--- config.mk ---
export PLATFORM = sky130hd
export DESIGN_NAME = pipeline_stall_controller
export DESIGN_NICKNAME = d
export VERILOG_FILES = /design/src/rtl/pipeline_stall_controller.sv
export SDC_FILE = /design/constraint.sdc
export NUM_CORES = 1
export LEC_CHECK = 0
export CAP_MARGIN = 20
export CORE_ASPECT_RATIO = 2
export CORE_MARGIN = 2
export CORE_UTILIZATION = 55
export CTS_BUF_LIST = sky130_fd_sc_hd__clkbuf_4
export CTS_CLUSTER_DIAMETER = 150
export DETAILED_ROUTE_END_ITERATION = 6
export PLACE_DENSITY = 0.86
export SYNTH_ARGS = -nofsm -noshare
export SYNTH_HDL_FRONTEND = slang
export SYNTH_SLANG_ARGS = --single-unit
--- constraint.sdc ---
create_clock -name clk -period 3.7 [get_ports clk]
set_input_delay 0.74 -clock clk [delete_from_list [all_inputs] [get_ports clk]]
set_output_delay 0.74 -clock clk [all_outputs]
set_load 0.01 [all_outputs]
--- src/rtl/pipeline_stall_controller.sv ---
// pipeline_stall_controller: hazard/branch/memory stall and flush control for an in-order pipeline
module pipeline_stall_controller #(
  parameter int MEM_TIMEOUT = 16
) (
  input  logic        clk,
  input  logic        rst,
  input  logic        hazard_detected_i,
  input  logic        branch_taken_i,
  input  logic        mem_req_i,
  input  logic        sram_ready_i,
  output logic        freeze_pc_o,
  output logic        freeze_if_id_o,
  output logic        bubble_id_ex_o,
  output logic        flush_if_id_o,
  output logic        freeze_pipe_o,
  output logic        mem_timeout_o,
  output logic [1:0]  state_o,
  output logic [15:0] stall_count_o,
  output logic [7:0]  flush_count_o
);
  typedef enum logic [1:0] {RUN = 2'd0, MEM_WAIT = 2'd1, TIMEOUT = 2'd2} state_e;
  localparam logic [7:0] TMO = 8'(MEM_TIMEOUT);
  state_e      state_q, state_d;
  logic [7:0]  wait_q, wait_d;
  logic [15:0] stall_q;
  logic [7:0]  flush_q;
  logic        mto_q;
  logic        frz;
  always_comb begin
    state_d = state_q;
    wait_d  = wait_q;
    frz     = 1'b0;
    case (state_q)
      MEM_WAIT: begin
        if (sram_ready_i) begin
          state_d = RUN;
          wait_d  = '0;
        end else begin
          frz = 1'b1;
          if (wait_q < TMO) wait_d = wait_q + 8'd1;
          else state_d = TIMEOUT;
        end
      end
      TIMEOUT: frz = 1'b1;
      // the unused encoding falls in here and recovers as RUN
      default: begin
        state_d = RUN;
        wait_d  = '0;
        if (mem_req_i && !sram_ready_i) begin
          frz     = 1'b1;
          state_d = MEM_WAIT;
          wait_d  = 8'd1;
        end
      end
    endcase
  end
  assign freeze_pipe_o  = !rst && frz;
  assign flush_if_id_o  = !rst && !frz && branch_taken_i;
  assign bubble_id_ex_o = !rst && !frz && (branch_taken_i || hazard_detected_i);
  assign freeze_pc_o    = !rst && (frz || (!branch_taken_i && hazard_detected_i));
  assign freeze_if_id_o = freeze_pc_o;
  assign mem_timeout_o  = mto_q;
  assign state_o        = state_q;
  assign stall_count_o  = stall_q;
  assign flush_count_o  = flush_q;
  always_ff @(posedge clk or posedge rst) begin
    if (rst) begin
      state_q <= RUN;
      wait_q  <= '0;
      stall_q <= '0;
      flush_q <= '0;
      mto_q   <= 1'b0;
    end else begin
      state_q <= state_d;
      wait_q  <= wait_d;
      if ((freeze_pipe_o || freeze_pc_o) && stall_q != 16'hFFFF) stall_q <= stall_q + 16'd1;
      if (flush_if_id_o && flush_q != 8'hFF) flush_q <= flush_q + 8'd1;
      mto_q <= mto_q || (state_d == TIMEOUT);
    end
  end
endmodule

==> flow_results.org <==
** Drt
- Number of detailed-route iterations in the first pass :: 4
- In this run, the number of DRC markers left after iteration 0 of detailed routing was 27.
- For this run, design rule violations remaining after detail routing come to 0.
- In the routed layout, each cell is associated on average with a via count of 5.82.
- Drt wl/cell :: 15.3 um
- Summing over every cut layer, the via total after detailed routing is 1374.
- DRT Wirelength :: 3610 um
- The detail route stage leaves a number of antenna-violating nets equal to 0.

** Clocking
- Hold buffers post-CTS :: 0
- Clock latency on the worst-skew pair, taken at its later pin, is 350 ps.
- Resized Gates After CTS :: 0
- TritonCTS built the clock tree.
- Clock transition at the registers of the reported paths :: 90 ps
- Clock buffers created by TritonCTS :: 5
- # Post-CTS Setup Buffers :: 0
- The clock passes through at most 2 buffers.
- The clock drives 35 sinks.
- The root buffer cell chosen for the clock tree is sky130_fd_sc_hd__clkbuf_4.
- H-tree levels :: 2

** Finish
- Relative to the synthesized area, the layout overhead comes to 25.8%.
- 0 antenna diodes ended up in the layout.
- Of the cells placed in the final design, the portion with a size suffix greater than 1 is 8.25%.
- Total Nets Final :: 218

** Power
- Power per unit of standard cell area :: 450 nW/um^2
- Leakage power summed over all cells :: 0.980 nW
- Proportion of power drawn by flip-flops and latches :: 52.1%
- For this design the total switching power over the nets is 0.312 mW.
- Proportion of total power due to net switching :: 31.7%
- Worst IR drop on VDD :: 422 uV
- Internal power comes to 0.672 mW.
- Post-layout total power :: 0.984 mW
- Proportion of power drawn by combinational gates :: 28.4%
- Fraction of power consumed by the clock network :: 19.5%

** Critical path
- Of all nets on the critical path, the largest fanout is 5.
- The worst setup path is captured at an output pin.
- Worst-case reg-to-reg path depth :: 6
- STA classifies the critical path startpoint as a register.
- For the worst setup path, the data required time is 2960 ps.
- The largest individual stage delay along the critical path comes from the cell sky130_fd_sc_hd__clkdlybuf4s50_1.
- Reg2Reg Setup Slack :: 1360 ps
- Worst stage delay on the critical path :: 550 ps
- Reg2reg end :: stall_count_o[1]$_DFFE_PP0P_
- FF-to-FF Start :: state_o[0]$_DFF_PP0_
- Crit path DAT :: 2540 ps
- The worst setup path is of the register to output pin kind.
- Traced cell by cell, the critical path runs through inv_1 > ha_1 > mux2_4 > a211oi_2 > and2_1 > clkdlybuf4s50_1.

** STA
- The final number of max-transition violations came to 0.
- Setup violations remaining at the end of the flow were counted as 0.
- Worst hold slack across all endpoints :: 494 ps
- For this run, the top clock speed supported by timing is 305 MHz.
- Clock skew on the completed layout was measured at 15.5 ps.
- Setup repair after global routing left no endpoint under its margin.
- Measured against its own limit, the worst slew margin works out to 46.7%.
- Period Utilization, post-route :: 88.7%
- Final total negative setup slack :: 0 ps
- Actual slew at the worst max-slew pin :: 797 ps
- The number of failing hold endpoints at the final stage is 0.
- Post-layout minimum cycle time :: 3280 ps

** Place
- The congestion estimate from routability-driven global placement came to 0.841.
- The count of buffers added on input and output ports is 37.
- DPL Wire Length :: 2720 um

** Logic synthesis
- Number of standard cells after synthesis :: 163
- Flops & latches, synth :: 35
- After synthesis, the netlist uses 39 different library cells.
- Avg Inst Size Synth :: 10.7 sq um
- Mapped Area :: 1740 sq um
- Number of nets in the synthesized netlist :: 175
- For this run, the register share of the synthesized area comes to 50.4%.
- Yosys warns :: 0

** Die
- Vertical die dimension :: 83.5 um
- Starting density of the core :: 58.4%
- Die outline width :: 43.8 um
- In this run the count of I/O pins placed on the die edge is 38.
- In this run the core area contains 28 standard-cell rows.
- The region available for standard cell placement spans 2980 sq um.
- The die covers 3650 sq um.

** Flow run
- The tool flagged a number of max-cap violations equal to 0.

** Global routing
- Antenna violations before repair :: 0
- Largest net degree at the start of global routing :: 23
- Via count of the first global-routing pass :: 1374
- The first global-routing pass estimated 6070 um of wire.
- For this run the aggregate overflow at the end of global routing stands at 0.
- Total global-route track usage :: 21.8%

** Min path
- Hold path depth :: 1
- The startpoint identified for the worst hold timing path is mem_timeout_o$_DFF_PP0_.
- In this run the worst hold path is classified as register to register.
- End point of the most critical hold path :: mem_timeout_o$_DFF_PP0_

** Status
- The flow ran to the end, and the final reports show no timing, DRC or antenna violations.
how the worst max path moves through the flow:
stage | startpoint | end | slack (ps) | depth (start not counted)
after global routing | state_o[0]$_DFF_PP0_ | flush_if_id_o | 280 | 6
after detailed placement | mem_req_i | flush_if_id_o | 450 | 5
after floorplan | state_o[0]$_DFF_PP0_ | freeze_pc_o | 1230 | 6
after CTS | state_o[0]$_DFF_PP0_ | flush_if_id_o | 410 | 6
final | state_o[0]$_DFF_PP0_ | flush_if_id_o | 420 | 6
after global placement | mem_req_i | flush_if_id_o | 460 | 5
synth_stat cells (all sizes together):
master / number / area (sq um)
nand2b: 2 / 12.5
inv: 5 / 18.8
nand2: 14 / 52.6
nor3b: 1 / 7.51
buf: 2 / 12.5
or4: 1 / 7.51
a21oi: 5 / 25.0
nand3: 4 / 20.0
a221oi: 1 / 15.0
a21o: 2 / 15.0
a211oi: 2 / 25.0
dfrtp: 35 / 876
xnor2: 15 / 131
mux2i: 1 / 10.0
nor2b: 3 / 18.8
xor2: 5 / 43.8
nor4: 1 / 6.26
and4: 1 / 8.76
or3: 1 / 6.26
and2: 1 / 6.26
o211a: 1 / 10.0
or4b: 1 / 13.8
o21ai: 4 / 20.0
nand4: 11 / 68.8
nor3: 4 / 30.0
and3: 7 / 45.1
a31oi: 2 / 12.5
a22o: 1 / 8.76
o21a: 1 / 7.51
mux2: 4 / 48.8
ha: 6 / 75.1
o31ai: 1 / 7.51
nor2: 17 / 63.8
and2b: 1 / 7.51
cells in the final DEF (no fill, tap or decap), types with 3 or more instances in the layout:
cell,netlist,routed
sky130_fd_sc_hd__a21oi_1,5,5
sky130_fd_sc_hd__nand2_1,14,14
sky130_fd_sc_hd__clkbuf_4,0,5
sky130_fd_sc_hd__xor2_1,5,5
sky130_fd_sc_hd__nor2b_1,3,3
sky130_fd_sc_hd__xnor2_1,15,15
sky130_fd_sc_hd__inv_1,5,5
sky130_fd_sc_hd__o21ai_0,4,4
sky130_fd_sc_hd__clkdlybuf4s50_1,0,37
sky130_fd_sc_hd__dfrtp_1,35,35
sky130_fd_sc_hd__and3_1,6,6
sky130_fd_sc_hd__nor2_1,17,17
sky130_fd_sc_hd__ha_1,6,6
sky130_fd_sc_hd__nand3_1,4,4
sky130_fd_sc_hd__nand4_1,11,11
metrics by stage:
stage	instance area [sq um]	std cells	setup WS (ps)	util [%]
2_1_floorplan	1740	163	1230	-
3_3_place_gp	2140	229	457	71.9
3_5_place_dp	2140	229	452	71.9
4_1_cts	2190	236	412	73.4
5_1_grt	2190	236	281	73.4
6_report	2190	236	417	73.4
sequential cells by signal, summed over array words and instances (netlist names):
signal,cells
flush_count_o,8
stall_count_o,16
mem_timeout_o,1
state_o,2
wait_q,8
cell type report:
class                   instances  area, sq um
fillers                       215          791
repair buffers                 38          378
clock buffers                   5         37.5
multi-input cells             121          831
clock inverters                 2         8.76
inverters                       5         18.8
well taps                      30         37.5
flip-flops and latches         35          876
power groups by stage:
stage	Sequential (mW)	Clock [mW]	Combinational, mW
floorplan	0.533	0	0.107
global placement	0.517	0	0.277
detailed placement	0.518	0	0.282
CTS	0.514	0.193	0.285
global route	0.525	0.209	0.304
finish	0.513	0.192	0.279
per-layer routing:
metal  global-route usage (%)  vias up  wire length [um]
met3                     4.76        9               157
met1                     24.5      668              1420
li1                         -      659                 -
met5                        0        -                 0
met4                     9.92        0                85
met2                     37.4       38              1950
worst max-delay path, delay by kind of cell, from the launching register on:
family                     cells  cell delay (ps)
DFF                            1              390
AOI/OAI and AO/OA              1              270
and+or+nand+nor                1              210
adders and majority gates      1              370
buffers and inverters          2              630
muxes                          1              340
logic make-up after synthesis:
family,share of synthesized area [%]
AOI/OAI and AO/OA,8.42
xor gates and xnor gates,10.1
adders and majority gates,4.32
buffers and inverters,1.80
DFF,50.4
muxes,3.38
and+or+nand+nor,21.6
No activity file was read; power rests on OpenSTA's default activity.
